File: src/rtl/mips_pkg.sv
// Shared constants for the MIPS pipeline control: forwarding select encodings,
// Tuse/Tnew constants, multiply/divide latencies and the stage shadow record.
package mips_pkg;

    // D-stage operand select
    localparam logic [1:0] FW_RF = 2'd0;
    localparam logic [1:0] FW_E  = 2'd1;
    localparam logic [1:0] FW_M  = 2'd2;
    localparam logic [1:0] FW_W  = 2'd3;

    // E-stage operand select
    localparam logic [1:0] FWE_DE = 2'd0;
    localparam logic [1:0] FWE_M  = 2'd1;
    localparam logic [1:0] FWE_W  = 2'd2;

    localparam logic [1:0] TUSE_D    = 2'd0;
    localparam logic [1:0] TUSE_E    = 2'd1;
    localparam logic [1:0] TUSE_M    = 2'd2;
    localparam logic [1:0] TUSE_NONE = 2'd3;

    localparam logic [1:0] TNEW_JAL  = 2'd1;
    localparam logic [1:0] TNEW_ALU  = 2'd2;
    localparam logic [1:0] TNEW_LOAD = 2'd3;

    localparam int MULT_CYC_DEF = 5;
    localparam int DIV_CYC_DEF  = 10;
    localparam int MDCNT_W      = 4;

    typedef struct packed {
        logic       wr;
        logic [4:0] addr;
        logic [1:0] tnew;
    } stage_t;

    function automatic logic [1:0] tnew_dec(input logic [1:0] t);
        return (t == 2'd0) ? 2'd0 : t - 2'd1;
    endfunction

endpackage

File: src/rtl/md_busy_counter.sv
// Multiply/divide unit busy tracker: loads the operation latency when a
// mult/div leaves D and counts down to idle.
module md_busy_counter
    import mips_pkg::*;
#(
    parameter int MULT_CYC = MULT_CYC_DEF,
    parameter int DIV_CYC  = DIV_CYC_DEF
) (
    input  logic clk,
    input  logic rst_n,
    input  logic i_start,
    input  logic i_div,
    output logic o_busy
);

    localparam logic [MDCNT_W-1:0] LP_MULT = MDCNT_W'(MULT_CYC);
    localparam logic [MDCNT_W-1:0] LP_DIV  = MDCNT_W'(DIV_CYC);

    logic [MDCNT_W-1:0] r_cnt;

    always_ff @(posedge clk or negedge rst_n) begin
        if (!rst_n) begin
            r_cnt <= '0;
        end else if (i_start) begin
            r_cnt <= i_div ? LP_DIV : LP_MULT;
        end else if (r_cnt != '0) begin
            r_cnt <= r_cnt - 1'b1;
        end
    end

    assign o_busy = (r_cnt != '0);

endmodule

File: src/rtl/hazard_scoreboard.sv
// Hazard and forwarding controller for the five-stage MIPS pipeline: keeps a
// shadow of E/M/W destinations and Tnew, and derives stall, bubble and muxes.
module hazard_scoreboard
    import mips_pkg::*;
#(
    parameter int MULT_CYC = MULT_CYC_DEF,
    parameter int DIV_CYC  = DIV_CYC_DEF
) (
    input  logic       clk,
    input  logic       reset,
    input  logic [4:0] A_rsD,
    input  logic [4:0] A_rtD,
    input  logic [1:0] TuseRsD,
    input  logic [1:0] TuseRtD,
    input  logic [4:0] AwriteD,
    input  logic       RegWriteD,
    input  logic [1:0] TnewD,
    input  logic       md_startD,
    input  logic       md_divD,
    input  logic       md_useD,
    output logic       stall,
    output logic       clrE,
    output logic [1:0] ForwardRsD,
    output logic [1:0] ForwardRtD,
    output logic [1:0] ForwardRsE,
    output logic [1:0] ForwardRtE
);

    stage_t     r_E;
    stage_t     r_M;
    logic [4:0] r_rsE;
    logic [4:0] r_rtE;
    // W keeps no Tnew: it has always reached 0 by the time an entry gets there
    logic       r_wrW;
    logic [4:0] r_addrW;

    logic       w_stall_rs;
    logic       w_stall_rt;
    logic       w_md_busy;
    logic       w_md_stall;
    logic       w_stall;
    logic       w_md_start;

    function automatic logic hit(input logic wr, input logic [4:0] addr,
                                 input logic [4:0] src);
        return wr && (addr != 5'd0) && (addr == src);
    endfunction

    function automatic logic src_stall(input logic [4:0] src, input logic [1:0] tuse,
                                       input stage_t e, input stage_t m);
        logic w_res;
        w_res = 1'b0;
        if (tuse != TUSE_NONE) begin
            if (hit(e.wr, e.addr, src) && (e.tnew > tuse)) w_res = 1'b1;
            if (hit(m.wr, m.addr, src) && (m.tnew > tuse)) w_res = 1'b1;
        end
        return w_res;
    endfunction

    function automatic logic [1:0] fwd_d(input logic [4:0] src, input stage_t e,
                                         input stage_t m, input logic wr_w,
                                         input logic [4:0] addr_w);
        if (hit(e.wr, e.addr, src) && (e.tnew == 2'd0)) return FW_E;
        if (hit(m.wr, m.addr, src) && (m.tnew == 2'd0)) return FW_M;
        if (hit(wr_w, addr_w, src))                     return FW_W;
        return FW_RF;
    endfunction

    function automatic logic [1:0] fwd_e(input logic [4:0] src, input stage_t m,
                                         input logic wr_w, input logic [4:0] addr_w);
        if (hit(m.wr, m.addr, src) && (m.tnew == 2'd0)) return FWE_M;
        if (hit(wr_w, addr_w, src))                     return FWE_W;
        return FWE_DE;
    endfunction

    always_comb begin
        w_stall_rs = src_stall(A_rsD, TuseRsD, r_E, r_M);
        w_stall_rt = src_stall(A_rtD, TuseRtD, r_E, r_M);
        w_md_stall = md_useD && w_md_busy;
        w_stall    = w_stall_rs || w_stall_rt || w_md_stall;
        w_md_start = md_startD && !w_stall;
    end

    assign stall      = w_stall;
    assign clrE       = w_stall;
    assign ForwardRsD = fwd_d(A_rsD, r_E, r_M, r_wrW, r_addrW);
    assign ForwardRtD = fwd_d(A_rtD, r_E, r_M, r_wrW, r_addrW);
    assign ForwardRsE = fwd_e(r_rsE, r_M, r_wrW, r_addrW);
    assign ForwardRtE = fwd_e(r_rtE, r_M, r_wrW, r_addrW);

    // A stalled D inserts a bubble into E; M and W always advance
    always_ff @(posedge clk or negedge reset) begin
        if (!reset) begin
            r_E     <= '0;
            r_M     <= '0;
            r_rsE   <= 5'd0;
            r_rtE   <= 5'd0;
            r_wrW   <= 1'b0;
            r_addrW <= 5'd0;
        end else begin
            if (w_stall) begin
                r_E   <= '0;
                r_rsE <= 5'd0;
                r_rtE <= 5'd0;
            end else begin
                r_E   <= '{wr: RegWriteD, addr: AwriteD, tnew: tnew_dec(TnewD)};
                r_rsE <= A_rsD;
                r_rtE <= A_rtD;
            end
            r_M     <= '{wr: r_E.wr, addr: r_E.addr, tnew: tnew_dec(r_E.tnew)};
            r_wrW   <= r_M.wr;
            r_addrW <= r_M.addr;
        end
    end

    md_busy_counter #(
        .MULT_CYC (MULT_CYC),
        .DIV_CYC  (DIV_CYC)
    ) u_md_busy (
        .clk     (clk),
        .rst_n   (reset),
        .i_start (w_md_start),
        .i_div   (md_divD),
        .o_busy  (w_md_busy)
    );

endmodule

File: config.mk
export PLATFORM = sky130hd
export DESIGN_NAME = hazard_scoreboard
export DESIGN_NICKNAME = d
export VERILOG_FILES = /design/src/rtl/mips_pkg.sv /design/src/rtl/md_busy_counter.sv /design/src/rtl/hazard_scoreboard.sv
export SDC_FILE = /design/constraint.sdc
export NUM_CORES = 1
export LEC_CHECK = 0
export CAP_MARGIN = 40
export CORE_MARGIN = 2
export CORE_UTILIZATION = 30
export CTS_BUF_LIST = sky130_fd_sc_hd__clkbuf_16
export DETAILED_ROUTE_END_ITERATION = 12
export PLACE_DENSITY_LB_ADDON = 0.08
export SYNTH_ARGS = -nofsm -noshare
export SYNTH_HDL_FRONTEND = slang
export SYNTH_SLANG_ARGS = --single-unit
File: constraint.sdc
create_clock -name clk -period 2.8 [get_ports clk]
set_clock_uncertainty 0.05 [all_clocks]
set_input_delay 0.42 -clock clk [delete_from_list [all_inputs] [get_ports clk]]
set_output_delay 0.42 -clock clk [all_outputs]
set_load 0.005 [all_outputs]
# Yosys cells after proc, flatten, opt, wreduce, memory -nomap -nowiden
# Cells that the tools add are included.
# word_totals
output_inout_bits,10
input_bits,27
wordCells,118
register_bits,36
# classes
n_lt_le_gt_ge,4
n_mux,52
add_sub_neg,3
n_eq_ne,12
n_reduce_logical,36
# op_table
cell,count
$eq 5x5->1,10
$mux 2,22
$logic_and 1x1->1,25
$mux 1,24
$reduce_bool 5->1,3
$mux 4,3
$mux 5,2
$gt 2x2->1,4
$mux 8,1
$logic_not 2->1,3
$ne 2x2->1 const B,2
$reduce_bool 4->1,1
$sub 2x1->2 const B,2
$sub 4x1->4 const B,1
$logic_or 1x1->1,2
$reduce_bool 2->1,1
$logic_not 1->1,1

# Longest topological paths before layout
# depth
ltp_word,12
mapped_depth,11
depth_no_buf,8

# By module
# Synthesis repeated with hierarchy kept, for this count alone.
# hier_totals
cells_unflattened,209
hier_area_um2,2313.5
# by_module_without_submodules
module,area_each_um2,seq_area_each_um2,cells_per_inst,instances
hazard_scoreboard,2077.0,800.8,188,1
md_busy_counter,236.5,100.1,21,1

# Worst setup path after synthesis
# No wires, ideal clock.
# synth_timing
path_kind,in2out
start,input port TuseRsD[1]
end,output port stall
setup_slack_ns,0.241
path_buffers,3
cell_stages,11
t_required_ns,2.330
arrival_time_ns,2.089
path_cell_list,inv_1 > ha_1 > and2_1 > a2111oi_0 > nor3b_1 > o21ai_2 > and3_1 > buf_4 > buf_6 > inv_1 > buf_4
# synth_between
elab_chain_cells,7
elab_cells_between_ends,10
cone_classes,order compare (2); eq/ne (1); mux (3); reduce/logical (4)
# synth_rtl
item,line,rtl
start: declaration,hazard_scoreboard.sv:13,"input logic [1:0] TuseRsD,"
$gt 2x2->1,hazard_scoreboard.sv:54,"if (hit(e.wr, e.addr, src) && (e.tnew > tuse)) w_res = 1'b1;"
$logic_and 1x1->1,hazard_scoreboard.sv:54,
$mux 1,hazard_scoreboard.sv:54,
$mux 1,hazard_scoreboard.sv:55,"if (hit(m.wr, m.addr, src) && (m.tnew > tuse)) w_res = 1'b1;"
$mux 1 *,hazard_scoreboard.sv:53,if (tuse != TUSE_NONE) begin
$logic_or 1x1->1 * (2 in a row),hazard_scoreboard.sv:80,w_stall = w_stall_rs || w_stall_rt || w_md_stall;
end: declaration,hazard_scoreboard.sv:21,"output logic stall,"
# Mark *: on every way between the ends. The rest lies on a longest branch, timed or not.

# Final worst setup path
# layout_timing
start,register r_E[2] (netlist bit)
end,output port stall
# layout_between
elab_chain_cells,9
elab_cells_between_ends,16
cone_classes,eq/ne (2); mux (6); reduce/logical (8)
# layout_rtl
item,line,rtl
start: declaration,hazard_scoreboard.sv:29,stage_t r_E;
start signal: assignment,hazard_scoreboard.sv:106,"r_E <= '{wr: RegWriteD, addr: AwriteD, tnew: tnew_dec(TnewD)};"
$reduce_bool 5->1,hazard_scoreboard.sv:46,return wr && (addr != 5'd0) && (addr == src);
$logic_and 1x1->1 (2 in a row),hazard_scoreboard.sv:46,
$logic_and 1x1->1,hazard_scoreboard.sv:54,
$mux 1,hazard_scoreboard.sv:54,
$mux 1,hazard_scoreboard.sv:55,
$mux 1,hazard_scoreboard.sv:53,
$logic_or 1x1->1 * (2 in a row),hazard_scoreboard.sv:80,
# Marks and branches as above.

==> results.cfg <==
[drt]
vias = 1678
via_per_inst = 4.347
drtIter0Drc = 33
wl_um = 5066
postRouteAntennaNets = 0
drc = 0
first_pass_iters = 3
avgRoutedWirePerCell_um = 13.12

[logic_synthesis]
muxShareOfSynthArea = 0.02506
synth_cell_type_count = 38
synth_edf_count = 0
synth_cells = 209
synth_xor_area_frac = 0.2080
synthTopCellsByArea = dfrtp_1 42%, xor2_1 11%, xnor2_1 10%
synth_area_per_cell_um2 = 10.27
synth_commonest_cells = 36 x dfrtp_1, 26 x xor2_1, 25 x xnor2_1
async_flop_share = 1.000
synth_compound_area_frac = 0.05128
synth-simple-area-share = 0.1871
syn-num-nets = 245
synthFlopType = dfrtp_1
ys_seq_area_frac = 0.4196
syn_area_um2 = 2147
yosysMostFrequentCell = dfrtp_1
synth_seq_cells = 36
ys_warn_count = 0
synth_top_family_by_area = XOR/XNOR gates
synth.top_cell.area_share = 0.4196
synth_adder_area_share = 0.05245
yosysTopAreaCell = dfrtp_1

[floorplan]
ios = 37
core_um2 = 6869
initial_utilization = 0.3126
fp-row-count = 30
die_h_um = 88.60
dieWidth_um = 88.60
dieArea_um2 = 7850

[layout]
final-seq-area_um2 = 900.9
diodes = 0
syn2layout_area_growth_pct = 49.07
final_nets = 326
final_layout_size_suffix_gt1_frac = 0.2862
multiInputGateArea_um2 = 1255
fin_area_um2 = 3201
n_fill_cell = 679
final_cell_count_no_fill = 386

[grt]
track_usage = 0.1431
grt_pass1_wl_um = 8314
antenna_found_initial = 0
grt_pass1_vias = 1736
overflow = 0
grt_max_degree = 37

[sta]
worst_slew_pin_slew_ns = 0.4670
period_needed_ns = 2.701
fmax_mhz = 370.2
timing.final.crit_share = 0.9646
finalWorstSetupSlack_ns = 0.09900
finalHoldViolations = 0
slew_headroom = 0.6887
setup_tns_ns = 0
finalMaxSlewViolations = 0
setup_viol = 0

[clocking]
root_buffer = clkbuf_16
clk_path_buf_depth = 2
cts_max_level = 2
clkLatencyLatePin_ns = 0.28
hold_buffers = 0
tritoncts = built
clock_sinks = 36
cts.reportedPaths.clkPinSlew_ns = 0.05
numCtsBuffers = 5

[run_status]
status = complete, no violations

[worst_setup_path]
worstSetupPathType = reg -> out
reg2reg_to = u_md_busy.r_cnt[1]$_DFFE_PN0P_
start_kind = flop
cp.arrival_ns = 2.23
worstPathRequired_ns = 2.33
path_max_fanout = 2
endpoint_kind = output pin
r2r_slack_ns = 0.53
r2r_start = r_E[2]$_DFF_PN0_
rr_worst_depth = 9

[hold_path]
min_from = r_M[7]$_DFF_PN0_
hold_path_class = reg -> reg
hold_end = r_wrW$_DFF_PN0_
holdPathStages = 0

[job]
cap_violations = 0

[placement]
placed_area_um2 = 2885
portBuffers = 36
dp_cells = 373
pre_cts_ws_ns = -0.5834
dp_hpwl_um = 4062
place_congestion = 0.7639

[power_and_ir_drop]
power_density_nw_per_um2 = 578.6
ir_drop_mv = 0.3063
leakage_nw = 1.508
==> routing by layer <==
layer,up-vias,wire length (µm),part of all wire,global-route usage
met3,5,122,0.024,0.03172
met5,-,0,0,0
li1,856,-,-,-
met4,0,70,0.014,0.04545
met2,21,2581,0.51,0.2427
met1,796,2292,0.45,0.1817
==> registers in the layout, summed over array words and instances (netlist names) <==
register         cells
r_wrW                1
r_M                  8
r_rsE                5
r_E                  8
r_rtE                5
r_addrW              5
u_md_busy.r_cnt      4
==> timing repair <==
action / 4_1_cts / 5_1_grt
endpoints found under the setup margin: 8 / 5
pin swaps: 6 / 5
gates resized for setup: 32 / 16
buffers inserted: 2 / 4
==> stage by stage <==
step / util / hold WS (ns) / total power, W
4_1_cts: 0.4501 / 0.3607 / 0.001841
5_1_grt: 0.4659 / 0.4042 / 0.001972
3_5_place_dp: 0.4200 / 0.3239 / 0.001283
3_3_place_gp: 0.4200 / 0.3252 / 0.001280
2_1_floorplan: - / 0.07441 / 0.001053
6_report: 0.4659 / 0.3800 / 0.001852
==> critical path, cell delays in order, from the launching register on <==
cell	delay, ns
dfrtp_1	0.37
or4_4	0.54
o21ai_4	0.18
buf_4	0.13
buf_4	0.10
nor3b_2	0.04
o21ai_2	0.13
and3_4	0.22
inv_2	0.04
clkdlybuf4s15_2	0.19
==> kinds of logic (layout without fill, tap and decap cells) <==
| group | count (synthesis) | count (layout) |
|---|---|---|
| AND/OR/NAND/NOR | 68 | 68 |
| XOR/XNOR | 51 | 51 |
| flip-flops | 36 | 36 |
| buffers and inverters | 24 | 105 |
| AO/OA/AOI/OAI | 16 | 16 |
| adder cells (fa/ha/maj) | 9 | 9 |
| multiplexers | 5 | 5 |
==> where the power goes <==
| part | internal (W) | total (W) | switching [W] |
|---|---|---|---|
| clock | 0.000319 | 0.000519 | 0.000199 |
| combinational | 0.000358 | 0.000644 | 0.000286 |
| sequential | 0.000611 | 0.000689 | 0.0000778 |
| total | 0.00129 | 0.00185 | 0.000563 |
==> final cells by class <==
type                            instances  area share
Sequential cell                        36      0.2815
Inverter                               11     0.01290
Clock inverter                          2    0.002737
Clock buffer                            5     0.03909
Multi-Input combinational cell        149      0.3921
Timing Repair Buffer                   87      0.2342
Tap cell                               96     0.03753
==> worst max path at each step <==
stage,from,cells after the start,endpoint,slack (ns)
6_report,r_E[2]$_DFF_PN0_,9,stall,0.1
3_3_place_gp,TuseRsD[1],10,clrE,-0.55
4_1_cts,A_rtD[4],9,ForwardRtD[1],0.0006
3_5_place_dp,TuseRsD[1],10,clrE,-0.58
2_1_floorplan,TuseRsD[1],11,stall,0.24
5_1_grt,r_E[0]$_DFF_PN0_,9,clrE,-0.003
==> cell usage in the layout, fill, tap and decap left out, types with 5 or more instances in the layout <==
cell type	instances
dfrtp_1	36
inv_1	10
dlygate4sd2_1	11
ha_1	8
clkbuf_16	5
and2_1	19
clkdlybuf4s50_1	19
xnor2_1	24
nand3_1	8
nor4_2	5
nand2_1	8
xor2_1	26
buf_4	49
(Power assumes the default switching activity.)
